## config.mk

```make
export PLATFORM = sky130hd
export DESIGN_NAME = perf_monitor
export DESIGN_NICKNAME = d
export VERILOG_FILES = /design/src/rtl/perf_monitor.sv
export SDC_FILE = /design/constraint.sdc
export NUM_CORES = 1
export LEC_CHECK = 0
export CORE_AREA = 4 4 138 140
export CTS_CLUSTER_DIAMETER = 30
export CTS_CLUSTER_SIZE = 30
export DETAILED_ROUTE_END_ITERATION = 10
export DIE_AREA = 0 0 142 144
export PLACE_DENSITY = 0.73
export SLEW_MARGIN = 20
export SYNTH_ARGS = -nofsm -noshare
export SYNTH_HDL_FRONTEND = slang
export SYNTH_SLANG_ARGS = --single-unit
```

## constraint.sdc

```tcl
create_clock -name CLK_50 -period 2.6 [get_ports CLK_50]
set_clock_uncertainty 0.05 [all_clocks]
set_input_delay 0.52 -clock CLK_50 [delete_from_list [all_inputs] [get_ports CLK_50]]
set_output_delay 0.52 -clock CLK_50 [all_outputs]
set_load 0.01 [all_outputs]
```

## src/rtl/perf_monitor.sv

```systemverilog
// Multi-channel performance monitor: a cycle counter plus event counters, a run/done FSM with
// final-PC and hang detection, and a registered readout port for the hex displays.
module perf_monitor #(
  parameter int unsigned          NUM_CHANNELS = 4,
  parameter int unsigned          COUNT_WIDTH  = 32,
  parameter int unsigned          PC_WIDTH     = 10,
  parameter logic [PC_WIDTH-1:0]  FINAL_PC     = {PC_WIDTH{1'b1}},
  parameter int unsigned          HANG_LIMIT   = 1024,
  parameter int unsigned          SEL_WIDTH    = (NUM_CHANNELS > 1) ? $clog2(NUM_CHANNELS) : 1,
  parameter int unsigned          IDX_WIDTH    = (COUNT_WIDTH > 4) ? $clog2(COUNT_WIDTH / 4) : 1
) (
  input  logic                    CLK_50,
  input  logic                    resetN,
  input  logic                    start,
  input  logic                    clear,
  input  logic [PC_WIDTH-1:0]     pc,
  // `event` is a reserved word, hence the plural name.
  input  logic [NUM_CHANNELS-1:0] events,
  input  logic [SEL_WIDTH-1:0]    rd_sel,
  input  logic [IDX_WIDTH-1:0]    digit_idx,
  output logic [COUNT_WIDTH-1:0]  rd_value,
  output logic                    rd_ovf,
  output logic [3:0]              digit,
  output logic                    running,
  output logic                    finished,
  output logic                    hang
);

  localparam int unsigned              NumNibbles = COUNT_WIDTH / 4;
  localparam int unsigned              HrunWidth  = (HANG_LIMIT > 2) ? $clog2(HANG_LIMIT) : 1;
  localparam logic [HrunWidth-1:0]     HrunTarget = HrunWidth'(HANG_LIMIT - 1);
  localparam logic [HrunWidth-1:0]     HrunOne    = HrunWidth'(1);
  localparam logic [COUNT_WIDTH-1:0]   CntOne     = COUNT_WIDTH'(1);

  typedef enum logic [1:0] {
    StIdle,
    StRun,
    StDone
  } state_e;

  state_e                  r_state;
  state_e                  w_state_d;
  logic                    r_hang;
  logic                    w_hang_d;
  logic [HrunWidth-1:0]    r_hrun;
  logic [HrunWidth-1:0]    w_hrun_d;
  logic [PC_WIDTH-1:0]     r_last_pc;
  logic [COUNT_WIDTH-1:0]  r_cnt [NUM_CHANNELS];
  logic [NUM_CHANNELS-1:0] r_ovf;
  logic [NUM_CHANNELS-1:0] w_inc;
  logic [COUNT_WIDTH-1:0]  r_rd_value;
  logic [COUNT_WIDTH-1:0]  w_rd_value;
  logic                    r_rd_ovf;
  logic                    w_rd_ovf;
  logic [3:0]              w_digit;
  logic                    w_run;
  logic                    w_same_pc;
  logic                    w_at_final;
  logic                    w_hang_hit;

  assign w_run      = (r_state == StRun);
  assign w_same_pc  = (pc == r_last_pc);
  assign w_at_final = (pc == FINAL_PC);
  assign w_hang_hit = (HANG_LIMIT != 0) && w_same_pc && (r_hrun == HrunTarget);

  always_comb begin
    w_state_d = r_state;
    w_hang_d  = r_hang;
    w_hrun_d  = '0;
    unique case (r_state)
      StIdle: begin
        if (start) w_state_d = StRun;
      end
      StRun: begin
        if (w_same_pc) w_hrun_d = (&r_hrun) ? r_hrun : r_hrun + HrunOne;
        // Final PC wins over hang so a self-loop at FINAL_PC ends as a normal finish.
        if (w_at_final) begin
          w_state_d = StDone;
          w_hang_d  = 1'b0;
        end else if (w_hang_hit) begin
          w_state_d = StDone;
          w_hang_d  = 1'b1;
        end
      end
      StDone: begin
        w_state_d = StDone;
      end
      default: begin
        w_state_d = StIdle;
      end
    endcase
    if (clear) begin
      w_state_d = StIdle;
      w_hang_d  = 1'b0;
      w_hrun_d  = '0;
    end
  end

  always_ff @(posedge CLK_50 or negedge resetN) begin
    if (!resetN) begin
      r_state    <= StIdle;
      r_hang     <= 1'b0;
      r_hrun     <= '0;
      r_last_pc  <= '0;
      r_rd_value <= '0;
      r_rd_ovf   <= 1'b0;
    end else begin
      r_state    <= w_state_d;
      r_hang     <= w_hang_d;
      r_hrun     <= w_hrun_d;
      r_last_pc  <= pc;
      r_rd_value <= w_rd_value;
      r_rd_ovf   <= w_rd_ovf;
    end
  end

  // Channel 0 counts every RUN cycle; events[0] is deliberately ignored.
  always_comb begin
    w_inc = '0;
    for (int i = 0; i < NUM_CHANNELS; i++) begin
      w_inc[i] = w_run & ((i == 0) | events[i]);
    end
  end

  always_ff @(posedge CLK_50 or negedge resetN) begin
    if (!resetN) begin
      for (int i = 0; i < NUM_CHANNELS; i++) r_cnt[i] <= '0;
      r_ovf <= '0;
    end else if (clear) begin
      for (int i = 0; i < NUM_CHANNELS; i++) r_cnt[i] <= '0;
      r_ovf <= '0;
    end else begin
      for (int i = 0; i < NUM_CHANNELS; i++) begin
        if (w_inc[i]) begin
          if (&r_cnt[i]) r_ovf[i]  <= 1'b1;
          else           r_cnt[i] <= r_cnt[i] + CntOne;
        end
      end
    end
  end

  always_comb begin
    w_rd_value = '0;
    w_rd_ovf   = 1'b0;
    for (int i = 0; i < NUM_CHANNELS; i++) begin
      if (rd_sel == SEL_WIDTH'(i)) begin
        w_rd_value = r_cnt[i];
        w_rd_ovf   = r_ovf[i];
      end
    end
  end

  always_comb begin
    w_digit = 4'h0;
    for (int k = 0; k < NumNibbles; k++) begin
      if (digit_idx == IDX_WIDTH'(k)) w_digit = r_rd_value[4*k +: 4];
    end
  end

  assign rd_value = r_rd_value;
  assign rd_ovf   = r_rd_ovf;
  assign digit    = w_digit;
  assign running  = (r_state == StRun);
  assign finished = (r_state == StDone);
  assign hang     = r_hang;

endmodule
```

== Yosys cells after proc, flatten, opt, wreduce, memory -nomap -nowiden ==
Index checks and enable logic that the tools add are counted.

* Output and inout port bits: 40
* Flip-flop bits (word level): 188
* Bits of input ports: 23
* Word-level logic and storage cells: 119

* Bitwise operators: 3
* Muxes and demuxes: 47
* Equal/unequal tests: 22
* Reduce and logical (&&, ||, !) cells: 28
* Add/subtract/negate cells: 5

{| class="wikitable"
|+ Operators with widths
! kind !! count
|-
| $mux 32 || 12
|-
| $add 32x1->32 const B || 4
|-
| $mux 128 || 1
|-
| $reduce_and 32->1 || 4
|-
| $mux 10 || 4
|-
| $mux 4 || 9
|-
| $eq 10x10->1 const B || 2
|-
| $reduce_and 2->1 || 10
|-
| $mux 1 || 16
|-
| $reduce_bool 2->1 || 8
|-
| $eq 3x3->1 const B || 4
|-
| $add 10x1->10 const B || 1
|-
| $eq 10x10->1 || 1
|-
| $reduce_and 10->1 || 1
|-
| $mux 2 || 4
|-
| $ne 2x2->1 const B || 4
|-
| $eq 2x2->1 const B || 3
|-
| $eq 3x2->1 const B || 2
|-
| $pmux 2 s3 || 1
|-
| $eq 2x1->1 const B || 2
|-
| $logic_not 2->1 || 2
|-
| $ne 4x2->1 const B || 1
|-
| $ne 4x4->1 const B || 1
|-
| $and 1x1->1 || 3
|-
| 5 further kinds || 5
|}

== Logic depth before layout (Yosys ltp) ==
* Depth in word-level cells: 9
* Mapped depth: 9
* Depth with buffers taken out: 8

== Worst setup path after synthesis ==
OpenSTA, ideal clock, no wires.

* Kind: register to register
* From: reg r_hrun[0]
* To: reg r_state[1]
* Cell stages (with the launch flop): 9
* Arrival time: 2.176 ns
* Clock period less this slack: 2.364 ns
* Data required time: 2.412 ns
* Setup slack: 0.236 ns
* Library setup time: 0.138 ns
* Path through: dfrtp_1 > ha_1 > and3_1 > clkbuf_1 > nand4_1 > nor4_1 > or4b_2 > a31oi_1 > o22ai_1

* Word-level cells in the longest chain between the ends: 4

{| class="wikitable"
|+ Ends and longest elaborated chain
! element !! RTL line !! RTL
|-
| from (decl) || 45 || <nowiki>logic [HrunWidth-1:0] r_hrun;</nowiki>
|-
| from (signal assigned) || 110 || <nowiki>r_hrun <= w_hrun_d;</nowiki>
|-
| $eq 10x10->1 || 64 || <nowiki>assign w_hang_hit = (HANG_LIMIT != 0) && w_same_pc && (r_hrun == HrunTarget);</nowiki>
|-
| $logic_and 1x1->1 || 64 ||
|-
| $ne 4x2->1 (no line) || - ||
|-
| $reduce_and 2->1 (no line) || - ||
|-
| to (signal assigned) || 101 || <nowiki>r_state <= StIdle;</nowiki>
|-
| to (signal assigned) || 108 || <nowiki>r_state <= w_state_d;</nowiki>
|-
| to (decl) || 41 || <nowiki>state_e r_state;</nowiki>
|}

Every way passes these cells.
A chain may end at the register's enable or synchronous reset.

== Worst setup path after layout ==
* From: in digit_idx[1]
* To: out digit[1]

* Word-level cells in the longest chain between the ends: 9
* Elaborated cells between the ends (all ways): 16
* Those cells by class: eq/ne: 7; mux: 8; reduce/logical: 1

{| class="wikitable"
|+ Ends and longest elaborated chain
! element !! RTL line !! RTL
|-
| from (decl) || 20 || <nowiki>input logic [IDX_WIDTH-1:0] digit_idx,</nowiki>
|-
| $logic_not 3->1 || 156 || <nowiki>if (digit_idx == IDX_WIDTH'(k)) w_digit = r_rd_value[4*k +: 4];</nowiki>
|-
| $mux 4 (7 in a row) || 156 ||
|-
| $mux 4 (*) || 156 ||
|-
| to (decl) || 23 || <nowiki>output logic [3:0] digit,</nowiki>
|}

Mark *: on every way between the ends. The rest lies on a longest branch, timed or not.

==> out/metrics.yaml <==
logic_synthesis:
  seq_area_frac_synth: 0.484
  number_of_synthesized_flops_with_an_enable_pin: 0
  synth_top_area_cell: "sky130_fd_sc_hd__dfrtp_1"
  post_synth_inst_count: 953
  synth.cell_area_um2: 9720
  postSynth.topFlopCell: "sky130_fd_sc_hd__dfrtp_1"
  yosysTopAreaCellShare: 0.484
  ys_ff_latch: 188
  synth.area.top_cells: "sky130_fd_sc_hd__dfrtp_1 (48%), sky130_fd_sc_hd__mux4_2 (8.1%), sky130_fd_sc_hd__nor2_1 (5.8%)"
  yosys_warnings: 0
  syn-num-nets: 984
  ys_async_sr_fraction: 1.00
  yosysUniqueCellTypes: 54
  syn-mean-instance-area_um2: 10.2
min_path:
  whs_path_depth: 3
  min_delay_worst_type: "in -> reg"
  whs_endpoint: "hang"
  hp-start: "clear"
clock_tree:
  worst_setup_hold_path_clk_slew_ns: 0.07
  ctsRootBufferMaster: "sky130_fd_sc_hd__clkbuf_16"
  insertion_delay_ns: 0.44
  cts_sinks: 188
  cts-root-to-sink-buffers: 2
  tritoncts: "built"
  numCtsBuffers: 17
  ctsHtreeMaxLevel: 4
sta:
  hold_viol_final: 0
  report.final.setup_viol: 0
  timing.max_slew.rel_slack: 0.549
  final_ws_setup_ns: 0.118
  achievable-frequency_ghz: 0.403
  fin_crit_ns: 2.48
  timing.final.max_slew_violations: 0
  grt_setup_unrepaired: "no"
  worst_hold_slack_ns: 0.422
  worst-slew-pin-transition_ns: 0.673
  finalCritPeriodShare: 0.954
power_and_ir_drop:
  p_leak_nw: 4.70
  worst_ir_drop_vdd_mv: 0.471
  fin_total_pwr_mw: 6.44
  power-per-cell-area_nw_per_um2: 556
setup_path:
  crit_path_top_cell_by_count: "sky130_fd_sc_hd__nor2_1"
  timing.critical_path.required_ns: 2.03
  worst_ep_arrival_time_ns: 1.91
  criticalPathCategory: "in -> out"
  timing.critical_path.cells: "dlygate4sd2_1, buf_4, mux2i_1, nor2_1, a31oi_1, nor2_1, a221o_1, clkdlybuf4s15_1"
  critPathLaunchType: "input pin"
  worst-path-buf-inv: 3
  worst_path_dominant_cell_family: "buffers and inverters"
  reg2reg_setup_slack_ns: 0.14
  setup.worst_path.end_class: "output pin"
  worstRegToRegCells: 5
  crit_fanout: 5
  critical_path.max_stage_delay_ns: 0.27
  timing.rr.end: "r_cnt[58]"
  critPathSlowestCell: "sky130_fd_sc_hd__dlygate4sd2_1"
  regToRegStartpoint: "r_cnt[44]"
finish:
  area.growth.synth_to_final_pct: 19.2
  nets: 1083
  post-route-util: 0.650
  final_non_filler_cell_total: 1294
  final_layout_size_suffix_gt1_frac: 0.132
  num_antenna_cells: 0
detailed_routing:
  iteration_0_drc_count_of_the_detailed_router: 685
  via_count: 7820
  drt-total-wl_mm: 25.4
  detail_route.wl_per_cell_um: 19.6
  routed_via_density: 6.04
  post-route-drc-count: 0
  firstDrtPassIters: 5
  ant_nets: 0
run_status:
  status: "finished clean"
global_routing:
  grt_first_pass_wirelength_mm: 40.5
  first_global_vias: 7453
  grt_antenna_before_repair: 0
  globalRouteOverflowTotal: 0
  grt_usage: 0.257
  grt_start_max_net_pins: 71
placed_design:
  post-place-ws_ns: -0.412
  gp_congestion: 0.914
  detailed_placement_wirelength_estimate_mm: 18.6
  portBuffers: 61
  placed_cells_incl_taps: 1259
floorplan:
  die_area_um2: 20400
  core-area_um2: 17800
  fp.dieH_um: 144
  initial_core_util: 0.545
  row_count: 49
  floorplan.die.width_um: 142
  io_pins: 63
flow_run:
  maxCapViolations: 0
## where the power goes
part | total [mW] | switching (mW) | internal [mW]
clock network | 2.69 | 1.14 | 1.54
registers | 3.04 | 0.0673 | 2.98
logic | 0.713 | 0.418 | 0.294
## cell families (layout without fill, tap and decap cells)
group / after synthesis / in the layout / synth area share
simple gates: 449 / 449 / 0.230
flops: 188 / 188 / 0.484
xor+xnor: 111 / 111 / 0.100
mux: 50 / 50 / 0.0971
buf+inv: 56 / 168 / 0.0220
fa+ha+maj: 8 / 8 / 0.0103
compound gates: 91 / 91 / 0.0565
## flip-flops by register name, summed over array words and instances, names as in the netlist
| name | count |
|---|---|
| r_cnt | 128 |
| r_ovf | 4 |
| r_last_pc | 10 |
| r_state | 2 |
| rd_ovf | 1 |
| rd_value | 32 |
| r_hrun | 10 |
| hang | 1 |
## cells in the final DEF (no fill, tap or decap), drive strengths merged, types with 8 or more instances in the layout
| cell | synthesis | routed |
|---|---|---|
| nand4 | 49 | 49 |
| nand2 | 64 | 64 |
| nor3 | 26 | 26 |
| xnor2 | 63 | 63 |
| o21ai | 30 | 30 |
| mux4 | 35 | 35 |
| and4 | 9 | 9 |
| nor2 | 151 | 151 |
| and2 | 10 | 10 |
| or3 | 25 | 25 |
| a31oi | 12 | 12 |
| xor2 | 48 | 48 |
| a21oi | 29 | 29 |
| buf | 6 | 59 |
| clkdlybuf4s50 | 0 | 51 |
| mux2i | 10 | 10 |
| and3 | 20 | 20 |
| clkbuf | 32 | 21 |
| nor4 | 21 | 21 |
| ha | 8 | 8 |
| nand3 | 53 | 53 |
| dfrtp | 188 | 188 |
| inv | 18 | 19 |
## synth_stat cells (all sizes together), types with 3 or more instances
library cell	number
o21ai	30
nor4	21
xnor2	63
nand3	53
nor2b	4
nor3b	3
nand2	64
a21oi	29
inv	18
or2	3
and3	20
mux2i	10
xor2	48
dfrtp	188
or3	25
clkbuf	32
and4	9
and2	10
ha	8
mux2	5
a31oi	12
nor2	151
nand4	49
nor3	26
buf	6
mux4	35
nand4b	3
## timing repair
action,CTS,global route
hold buffers,1,0
endpoints found under the setup margin,4,3
setup buffers,2,0
hold endpoints to repair,24,0
pin swaps,0,0
gates resized for setup,17,4
## final cells by class
class / instances / area, µm²
clock buffers: 19 / 443
multi-input cells: 709 / 4820
repair buffers: 118 / 1100
clock inverters: 13 / 168
fillers: 1421 / 6250
well taps: 229 / 287
flip-flops and latches: 188 / 4700
inverters: 18 / 67.6
## worst min-delay path: stages
cell and delay (ns):
sky130_fd_sc_hd__buf_4 0.12, sky130_fd_sc_hd__buf_4 0.18, sky130_fd_sc_hd__a211oi_1 0.06
## stage by stage
stage | cell area (µm²) | TNS (ns)
after floorplan | 9720 | 0
final | 11600 | 0
after global placement | 10900 | -1.46
after CTS | 11600 | 0
after detailed placement | 10900 | -1.53
after global routing | 11600 | 0
## worst max path at each step
stage | endpoint | cells after the start | startpoint | slack, ns
final | digit[1] | 8 | digit_idx[1] | 0.12
after global placement | digit[2] | 8 | digit_idx[1] | -0.39
after global routing | digit[0] | 8 | digit_idx[1] | 0.008
after floorplan | r_state[1] | 8 | r_hrun[0] | 0.24
after detailed placement | digit[2] | 8 | digit_idx[1] | -0.41
after CTS | digit[2] | 8 | digit_idx[2] | 0.004
## metal layers
metal,track usage,part of all wire,vias up
met2,0.401,0.47,258
met4,0.0828,0.023,0
li1,-,-,3623
met3,0.0430,0.062,47
met1,0.372,0.44,3892
met5,0,0,-
(Power assumes the default switching activity.)
